<file path="src/rtl/usb_rx_pkg.sv">
// rtl/usb_rx_pkg.sv - shared types and constants for the USB full-speed receive path
package usb_rx_pkg;

    localparam logic [7:0] SYNC_BYTE_DEFAULT      = 8'h80;
    localparam int         MAX_DATA_BYTES_DEFAULT = 64;

    localparam logic [3:0] PID_OUT   = 4'b0001;
    localparam logic [3:0] PID_IN    = 4'b1001;
    localparam logic [3:0] PID_ACK   = 4'b0010;
    localparam logic [3:0] PID_NAK   = 4'b1010;
    localparam logic [3:0] PID_STALL = 4'b1110;
    localparam logic [3:0] PID_DATA0 = 4'b0011;
    localparam logic [3:0] PID_DATA1 = 4'b1011;

    typedef enum logic [2:0] {
        RX_NONE  = 3'd0,
        RX_OUT   = 3'd1,
        RX_IN    = 3'd2,
        RX_DATA0 = 3'd3,
        RX_DATA1 = 3'd4,
        RX_ACK   = 3'd5,
        RX_NAK   = 3'd6,
        RX_OTHER = 3'd7
    } rx_packet_t;

    typedef enum logic [3:0] {
        ST_IDLE,
        ST_SYNC_WAIT,
        ST_PID_WAIT,
        ST_TOKEN_SKIP,
        ST_DATA_RX,
        ST_EOP_WAIT,
        ST_DONE,
        ST_ERR_EOP,
        ST_ERR_IDLE
    } rcu_state_t;

endpackage

</file>
<file path="src/rtl/usb_pid_decode.sv">
// rtl/usb_pid_decode.sv - combinational PID byte check and class decode
module usb_pid_decode
    import usb_rx_pkg::*;
(
    input  logic [7:0] pid_byte,
    output logic       valid,
    output rx_packet_t packet
);

    always_comb begin
        valid  = (pid_byte[7:4] == ~pid_byte[3:0]);
        packet = RX_NONE;
        if (valid) begin
            unique case (pid_byte[3:0])
                PID_OUT:   packet = RX_OUT;
                PID_IN:    packet = RX_IN;
                PID_DATA0: packet = RX_DATA0;
                PID_DATA1: packet = RX_DATA1;
                PID_ACK:   packet = RX_ACK;
                PID_NAK:   packet = RX_NAK;
                default:   packet = RX_OTHER;
            endcase
        end
    end

endmodule

</file>
<file path="src/rtl/usb_rx_rcu.sv">
// rtl/usb_rx_rcu.sv - USB RX control unit: SYNC/PID check, data steering, error reporting
module usb_rx_rcu
    import usb_rx_pkg::*;
#(
    parameter int         MAX_DATA_BYTES = MAX_DATA_BYTES_DEFAULT,
    parameter logic [7:0] SYNC_BYTE      = SYNC_BYTE_DEFAULT
) (
    input  logic       clk,
    input  logic       rst,
    input  logic       d_edge,
    input  logic       eop,
    input  logic       shift_enable,
    input  logic       byte_received,
    input  logic [7:0] rcv_data,
    input  logic       fifo_full,
    output logic       idle,
    output logic       rcving,
    output logic       w_enable,
    output logic       r_error,
    output rx_packet_t rx_packet,
    output logic       rx_data_ready
);

    localparam int             CW      = $clog2(MAX_DATA_BYTES + 1);
    localparam logic [CW-1:0]  MAX_CNT = CW'(MAX_DATA_BYTES);

    rcu_state_t    state, state_next;
    logic [CW-1:0] count, count_next;
    logic          byte_received_q;
    logic          byte_evt, eop_evt;
    logic          wr, pkt_load, err_clr;
    logic          pid_valid;
    rx_packet_t    pid_packet;

    assign byte_evt = byte_received & ~byte_received_q;
    assign eop_evt  = eop & shift_enable;

    usb_pid_decode u_pid_decode (
        .pid_byte (rcv_data),
        .valid    (pid_valid),
        .packet   (pid_packet)
    );

    always_comb begin
        state_next = state;
        count_next = count;
        wr         = 1'b0;
        pkt_load   = 1'b0;
        err_clr    = 1'b0;

        // First pass: byte arrival and line edges.
        case (state)
            ST_IDLE, ST_ERR_IDLE: begin
                if (d_edge) begin
                    state_next = ST_SYNC_WAIT;
                    err_clr    = 1'b1;
                end
            end
            ST_SYNC_WAIT: begin
                if (byte_evt)
                    state_next = (rcv_data == SYNC_BYTE) ? ST_PID_WAIT : ST_ERR_EOP;
            end
            ST_PID_WAIT: begin
                if (byte_evt) begin
                    state_next = ST_ERR_EOP;
                    if (pid_valid) begin
                        pkt_load = 1'b1;
                        case (rcv_data[3:0])
                            PID_OUT, PID_IN: begin
                                state_next = ST_TOKEN_SKIP;
                                count_next = '0;
                            end
                            PID_ACK, PID_NAK, PID_STALL: state_next = ST_EOP_WAIT;
                            PID_DATA0, PID_DATA1: begin
                                state_next = ST_DATA_RX;
                                count_next = '0;
                            end
                            default: state_next = ST_ERR_EOP;
                        endcase
                    end
                end
            end
            ST_TOKEN_SKIP: begin
                if (byte_evt) begin
                    if (count == CW'(1)) begin
                        state_next = ST_EOP_WAIT;
                        count_next = '0;
                    end else begin
                        count_next = count + CW'(1);
                    end
                end
            end
            ST_DATA_RX: begin
                if (byte_evt) begin
                    if (fifo_full || count == MAX_CNT) begin
                        state_next = ST_ERR_EOP;
                    end else begin
                        wr         = 1'b1;
                        count_next = count + CW'(1);
                    end
                end
            end
            ST_EOP_WAIT: begin
                if (byte_evt)
                    state_next = ST_ERR_EOP;
            end
            ST_DONE: begin
                if (d_edge && !eop)
                    state_next = ST_IDLE;
            end
            default: state_next = state;
        endcase

        // Second pass: EOP judged against the post-byte state and count.
        if (eop_evt && !(state inside {ST_IDLE, ST_ERR_IDLE, ST_DONE})) begin
            case (state_next)
                ST_SYNC_WAIT, ST_PID_WAIT, ST_TOKEN_SKIP: state_next = ST_ERR_IDLE;
                ST_DATA_RX:  state_next = (count_next >= CW'(2)) ? ST_DONE : ST_ERR_IDLE;
                ST_EOP_WAIT: state_next = ST_DONE;
                ST_ERR_EOP:  state_next = ST_ERR_IDLE;
                default:     state_next = state_next;
            endcase
        end
    end

    always_ff @(posedge clk or posedge rst) begin
        if (rst) begin
            state           <= ST_IDLE;
            count           <= '0;
            byte_received_q <= 1'b0;
            idle            <= 1'b1;
            rcving          <= 1'b0;
            w_enable        <= 1'b0;
            r_error         <= 1'b0;
            rx_packet       <= RX_NONE;
            rx_data_ready   <= 1'b0;
        end else begin
            state           <= state_next;
            count           <= count_next;
            byte_received_q <= byte_received;
            w_enable        <= wr;
            rx_data_ready   <= (state == ST_DATA_RX) && (state_next == ST_DONE);
            idle            <= (state_next inside {ST_IDLE, ST_ERR_IDLE});
            rcving          <= !(state_next inside {ST_IDLE, ST_ERR_IDLE});
            if (err_clr)
                r_error <= 1'b0;
            else if (state_next inside {ST_ERR_EOP, ST_ERR_IDLE})
                r_error <= 1'b1;
            if (pkt_load)
                rx_packet <= pid_packet;
        end
    end

endmodule

</file>
<file path="config.mk">
export PLATFORM = sky130hd
export DESIGN_NAME = usb_rx_rcu
export DESIGN_NICKNAME = d
export VERILOG_FILES = /design/src/rtl/usb_rx_pkg.sv /design/src/rtl/usb_pid_decode.sv /design/src/rtl/usb_rx_rcu.sv
export SDC_FILE = /design/constraint.sdc
export NUM_CORES = 1
export LEC_CHECK = 0
export CAP_MARGIN = 20
export CORE_MARGIN = 3
export CORE_UTILIZATION = 50
export CTS_BUF_LIST = sky130_fd_sc_hd__clkbuf_4
export CTS_CLUSTER_SIZE = 28
export DETAILED_ROUTE_END_ITERATION = 16
export MAX_ROUTING_LAYER = met4
export PLACE_DENSITY = 0.81
export SKIP_LAST_GASP = 1
export SLEW_MARGIN = 10
export SYNTH_ARGS = -nofsm -noshare
export SYNTH_HDL_FRONTEND = slang
export SYNTH_SLANG_ARGS = --single-unit
</file>
<file path="constraint.sdc">
create_clock -name clk -period 4.5 [get_ports clk]
set_input_delay 0.45 -clock clk [delete_from_list [all_inputs] [get_ports clk]]
set_output_delay 0.45 -clock clk [all_outputs]
set_load 0.005 [all_outputs]
</file>
Yosys cells after proc, flatten, opt, wreduce, memory -nomap -nowiden:

Cells that the tools add are included.

* output and inout bits: 8
* bits in latches: 0
* input port bits: 15
* register bits: 20
* ROM bits: 0
* word-level logic and storage cells: 97
* memory bits (writable): 0
* memories: 0

* multipliers: 0
* shifts and indexed selects: 0
* $lt $le $gt $ge: 1
* muxes and demuxes: 36
* reduce and logical (&&, ||, !) cells: 19
* eq/ne operators: 27
* bitwise logic cells: 4
* add/subtract/negate cells: 1
* div/mod/pow operators: 0

Operator list (number)
* $mux 7: 7
* $mux 4: 11
* $eq 4x3->1 const B: 8
* $pmux 4 s7: 1
* $eq 4x2->1 const B: 6
* $eq 4x4->1 const B: 6
* $pmux 7 s3: 1
* $pmux 3 s6: 1
* $eq 4x1->1 const B: 3
* $pmux 4 s3: 1
* $mux 1: 10
* $mux 3: 3
* $pmux 3 s3: 1
* $eq 8x8->1 const B: 1
* $logic_not 4->1: 2
* $reduce_or 4->1: 2
* $add 7x1->7 const B: 1
* $eq 7x1->1 const B: 1
* $eq 7x7->1 const B: 1
* $ge 7x2->1 const B: 1
* $reduce_bool 2->1: 3
* $reduce_or 2->1: 3
* $eq 4x4->1: 1
* $not 4->4: 1
* 7 further kinds: 12

Logic depth before layout (Yosys ltp):

* word-level depth: 14
* depth in mapped cells: 10
* depth with buffers taken out: 10

By module:

From an unflattened synthesis, not the netlist that was laid out.

* cells, all modules: 172
* area total of the unflattened synthesis: 1561.5 um^2

Modules (own cells, without submodules)
* usb_rx_rcu: area an instance 1442.6 um^2, cells each 157, instances 1
* usb_pid_decode: area an instance 118.9 um^2, cells each 15, instances 1

Worst setup path before layout:

Ideal clock, no wire load.

* kind: register -> register
* start point: register state[3]
* end point: register rx_data_ready
* stages on the path, launching flop included: 9
* required time: 4433 ps
* arrival: 2491 ps
* period minus slack after synthesis: 2559 ps
* buffers on the path: 0
* setup time: 67 ps
* setup slack: 1941 ps
* cell sequence: dfrtp_1 > or4b_4 > a311o_1 > a21oi_4 > a41oi_1 > a31oi_2 > nor4_2 > a211oi_2 > and3_1

RTL lines
* start: declaration: line usb_rx_rcu.sv:27 `rcu_state_t state, state_next;`
* start signal: assignment: line usb_rx_rcu.sv:138 `state <= state_next;`
* $eq 4x3->1 / $eq 4x2->1 (equally long branches): line usb_rx_rcu.sv:52 `case (state)`
* $pmux 7 s3 (*): line usb_rx_rcu.sv:52
* via count_next[5]: line usb_rx_rcu.sv:28 `logic [CW-1:0] count, count_next;`
* $ge 7x2->1 (*): line usb_rx_rcu.sv:118 `ST_DATA_RX: state_next = (count_next >= CW'(2)) ? ST_DONE : ST_ERR_IDLE;`
* $mux 4 (*): line usb_rx_rcu.sv:118
* $pmux 4 s3 (*): line usb_rx_rcu.sv:116 `case (state_next)`
* $mux 4 (*): line usb_rx_rcu.sv:115 `if (eop_evt && !(state inside {ST_IDLE, ST_ERR_IDLE, ST_DONE})) begin`
* $eq 4x3->1 (*): line usb_rx_rcu.sv:142 `rx_data_ready <= (state == ST_DATA_RX) && (state_next == ST_DONE);`
* $logic_and 1x1->1 (*): line usb_rx_rcu.sv:142
* end signal: assignment: line usb_rx_rcu.sv:142
* end: declaration: line usb_rx_rcu.sv:21 `output logic rx_data_ready`

Mark *: on every way through the listed nets, which the timed path passes. The rest lies on a longest branch.
A chain may end at the register's enable or synchronous reset.

Final worst setup path:

* start point: input byte_received
* end point: register r_error

* cells in the longest elaborated chain, start to end: 10

RTL lines
* start: declaration: line usb_rx_rcu.sv:13 `input logic byte_received,`
* $and 1x1->1 (*): line usb_rx_rcu.sv:35 `assign byte_evt = byte_received & ~byte_received_q;`
* $mux 7 (on tied branches): line usb_rx_rcu.sv:94, usb_rx_rcu.sv:64, usb_rx_rcu.sv:84
* $pmux 7 s3 (*): line usb_rx_rcu.sv:52
* via count_next[3]: line usb_rx_rcu.sv:28
* $ge 7x2->1 (*): line usb_rx_rcu.sv:118
* $mux 4 (*): line usb_rx_rcu.sv:118
* $pmux 4 s3 (*): line usb_rx_rcu.sv:116
* $mux 4 (*): line usb_rx_rcu.sv:115
* $eq 4x3->1 / $eq 4x4->1 (equally long branches): line usb_rx_rcu.sv:147 `else if (state_next inside {ST_ERR_EOP, ST_ERR_IDLE})`
* $reduce_bool 2->1 (*): line usb_rx_rcu.sv:147
* $reduce_bool 2->1 (no line) (*)
* end signal: assignment: line usb_rx_rcu.sv:134 `r_error <= 1'b0;`
* end signal: assignment: line usb_rx_rcu.sv:146 `r_error <= 1'b0;`
* end signal: assignment: line usb_rx_rcu.sv:148 `r_error <= 1'b1;`
* end: declaration: line usb_rx_rcu.sv:19 `output logic r_error,`

Marks and branches as above.

==> results.txt <==
Least-Margin Pin Slew = 0.7387 ns
Beginning of the worst hold path = rx_packet[0]
Clk root buf = sky130_fd_sc_hd__clkbuf_4
Total nets after synthesis = 191
Wire length of the first global-routing pass = 5782 µm
Final critical-path share of the clock period = 0.7075
Cell Area, Placed = 0.001684 mm²
Drt initial violations = 123
Number of maximum-capacitance violations = 0
Total chip power = 0.9399 mW
Worst Path Max Fanout = 8
Most common library cells after synthesis = sky130_fd_sc_hd__dfrtp_1, sky130_fd_sc_hd__nand2_1, sky130_fd_sc_hd__a21oi_1, sky130_fd_sc_hd__nor2_1, sky130_fd_sc_hd__inv_1
Antenna violations before repair = 0
Share of synthesized registers carrying an async set or reset = 1.000
Pwr Density = 541.2 mW/mm²
Number of cells on the worst hold path = 1
Number of flops mapped to enable cells by yosys = 0
Pin count of the biggest net entering global routing = 21
Worst Setup End Kind = flip-flop
LEAKAGE = 0.7103 nW
Warnings, synthesis = 0
Count of standard-cell rows = 19
Antenna Nets Post-Route = 0
Run status = complete, no violations
Worst supply voltage drop on vdd = 0.0004140 V
Quantity of I/O buffers inserted on ports = 22
Die Span X = 60.20 µm
Resized Gates After CTS = 0
Data arrival time of the worst path = 3.39 ns
Chip height = 60.20 µm
Post-synthesis sequential element count = 20
Flop-to-flop setup slack = 1.41 ns
Number of detailed-routing iterations run before antenna repair = 4
Worst path top cell family by delay = simple AND/OR/NAND/NOR gates
I/O pin count = 23
Via count = 1,377
Unrepaired setup endpoints after global routing = false
Worst-path cell chain = clkdlybuf4s50_1, nand2b_1, a311o_1, and2_1, nor4_2, a31oi_1, nor4_2, a211oi_2, a211oi_1
Routed length per instance = 15.55 µm
Startpoint Class = primary input
Path type of the worst min-delay path = reg2reg
Most common cell type on the critical path = sky130_fd_sc_hd__nor4_2
Post-Layout Cell Count = 220
Total clock sinks = 20
Clk_lat worst skew = 0.30 ns
Detailed Place HPWL = 2621 µm
Largest stage delay on the critical path = 0.55 ns
Finish-stage setup viols = 0
Portion of synthesized cell area occupied by the leading cell type = 0.3237
Maximum achievable frequency = 0.3141 GHz
Combined buffer and inverter count along the critical path = 1
Initial cell density of the core = 0.5281
Net count reported at finish = 208
Yosys top cell by area = sky130_fd_sc_hd__dfrtp_1
Post-synthesis instance total = 173
Mean post-synth cell area = 8.491 µm²
Die area = 0.003624 mm²
Remaining routing DRC violations = 0
Final setup skew = 0.004352 ns
Hold Crit Endpoint = rx_packet[0]
Length in cells of the worst reg-to-reg path = 8
Cell types with the largest area share after synthesis = sky130_fd_sc_hd__dfrtp_1, sky130_fd_sc_hd__a21oi_1, sky130_fd_sc_hd__o21ai_0
Final instance area = 0.001737 mm²
Leading cell type by number of instances after synthesis = sky130_fd_sc_hd__dfrtp_1
DP Cell Count = 216
CTS tree = built
Main synth FF type = sky130_fd_sc_hd__dfrtp_1
Post-synthesis sequential area ratio = 0.3416
Via-to-Cell Ratio = 6.259
Setup TNS = 0 ns
Share of layout cells above drive strength 1 = 0.06878
H-tree depth = 1
Total grt overflow = 0
Post-synthesis instance area = 0.001469 mm²
Headroom to the max-slew limit = 0.5070
Clock transition time at the flip-flop clock pins of the worst setup and hold paths = 0.12 ns
Crit path max-delay cell type = sky130_fd_sc_hd__nor4_2
Core ar. = 0.002781 mm²
CTS buffer count = 3
Routability congestion estimate = 0.9747
Time the final worst path needs with I/O delays and setup = 3.184 ns
Number of global-route vias before repair = 1,257
Data required time at the worst endpoint = 4.71 ns
Worst hold margin = 0.5312 ns
Terminus of the critical flop-to-flop path = rx_data_ready
Ant diodes = 0
Reg-to-reg critical path startpoint = state[2]
Max-slew violation count = 0
Critical path start-end classification = in2reg
Final Hold Vio Count = 0
Cts hold-fix bufs = 0
Maximum buffer depth of the clock tree = 2
Routed WL = 3422 µm
Unique cell type count in the Yosys netlist = 50
Relative area change from synthesis to final layout = 18.23%
Post-CTS setup buffer count = 0
Global Route Usage Sum = 0.2136
[through the flow]
| stage | utilization | setup slack, ns |
|---|---|---|
| CTS | 0.6244 | 1.346 |
| detailed placement | 0.6055 | 1.029 |
| global placement | 0.6055 | 1.105 |
| finish | 0.6244 | 1.316 |
| global route | 0.6244 | 1.103 |
| floorplan | - | 1.941 |
[worst max path at each step]
| stage | slack, ns | from | depth (start not counted) | endpoint |
|---|---|---|---|---|
| after detailed placement | 1.03 | byte_received | 9 | r_error |
| after CTS | 1.35 | byte_received | 9 | r_error |
| final | 1.32 | byte_received | 9 | r_error |
| after global routing | 1.10 | byte_received | 9 | r_error |
| after floorplan | 1.94 | state[3] | 8 | rx_data_ready |
| after global placement | 1.11 | byte_received | 9 | state[1] |
[layout make-up]
cell class / instances / area [µm²]
inverter: 11 / 41.29
sequential: 20 / 501.7
clock buffer: 3 / 22.52
clock inverter: 1 / 30.03
fill: 221 / 1045
timing repair buffer: 22 / 220.2
multi-input combinational: 132 / 882.1
tap: 31 / 38.79
[routing by layer]
| metal | global-route usage | part of all wire | vias up |
|---|---|---|---|
| li1 | - | - | 683 |
| met3 | 0.03024 | 0.054 | 2 |
| met5 | - | 0 | - |
| met1 | 0.2899 | 0.45 | 653 |
| met4 | 0.06646 | 0.0073 | 0 |
| met2 | 0.3272 | 0.49 | 39 |
[where the power goes]
part | switching (mW) | internal (mW)
clock network | 0.0554 | 0.0899
logic | 0.260 | 0.215
registers | 0.0893 | 0.231
[flip-flops by register name (all words and copies together), names as in the netlist]
name and flops:
byte_received_q 1, count 7, idle 1, r_error 1, rcving 1, rx_data_ready 1
rx_packet 3, state 4, w_enable 1
[cell usage in the layout (no fill, tap or decap), types with 5 or more instances in the layout]
master                            netlist  final
sky130_fd_sc_hd__clkdlybuf4s50_1        0     22
sky130_fd_sc_hd__dfrtp_1               19     19
sky130_fd_sc_hd__nand2_1               13     13
sky130_fd_sc_hd__nor2_1                12     12
sky130_fd_sc_hd__a21oi_1               12     12
sky130_fd_sc_hd__inv_1                 11     11
sky130_fd_sc_hd__o21ai_0               10     10
sky130_fd_sc_hd__nor2b_1                6      6
sky130_fd_sc_hd__a31oi_1                6      6
sky130_fd_sc_hd__and3_1                 5      5
sky130_fd_sc_hd__nand3_1                5      5
sky130_fd_sc_hd__a21o_1                 5      5
[cells by family after synthesis]
kind of cell	share of synthesized area
compound gates	0.3228
xor+xnor	0.02385
fa+ha+maj	0.02556
buf+inv	0.05792
flops	0.3416
simple gates	0.2283
No activity file was read; power rests on OpenSTA's default activity.
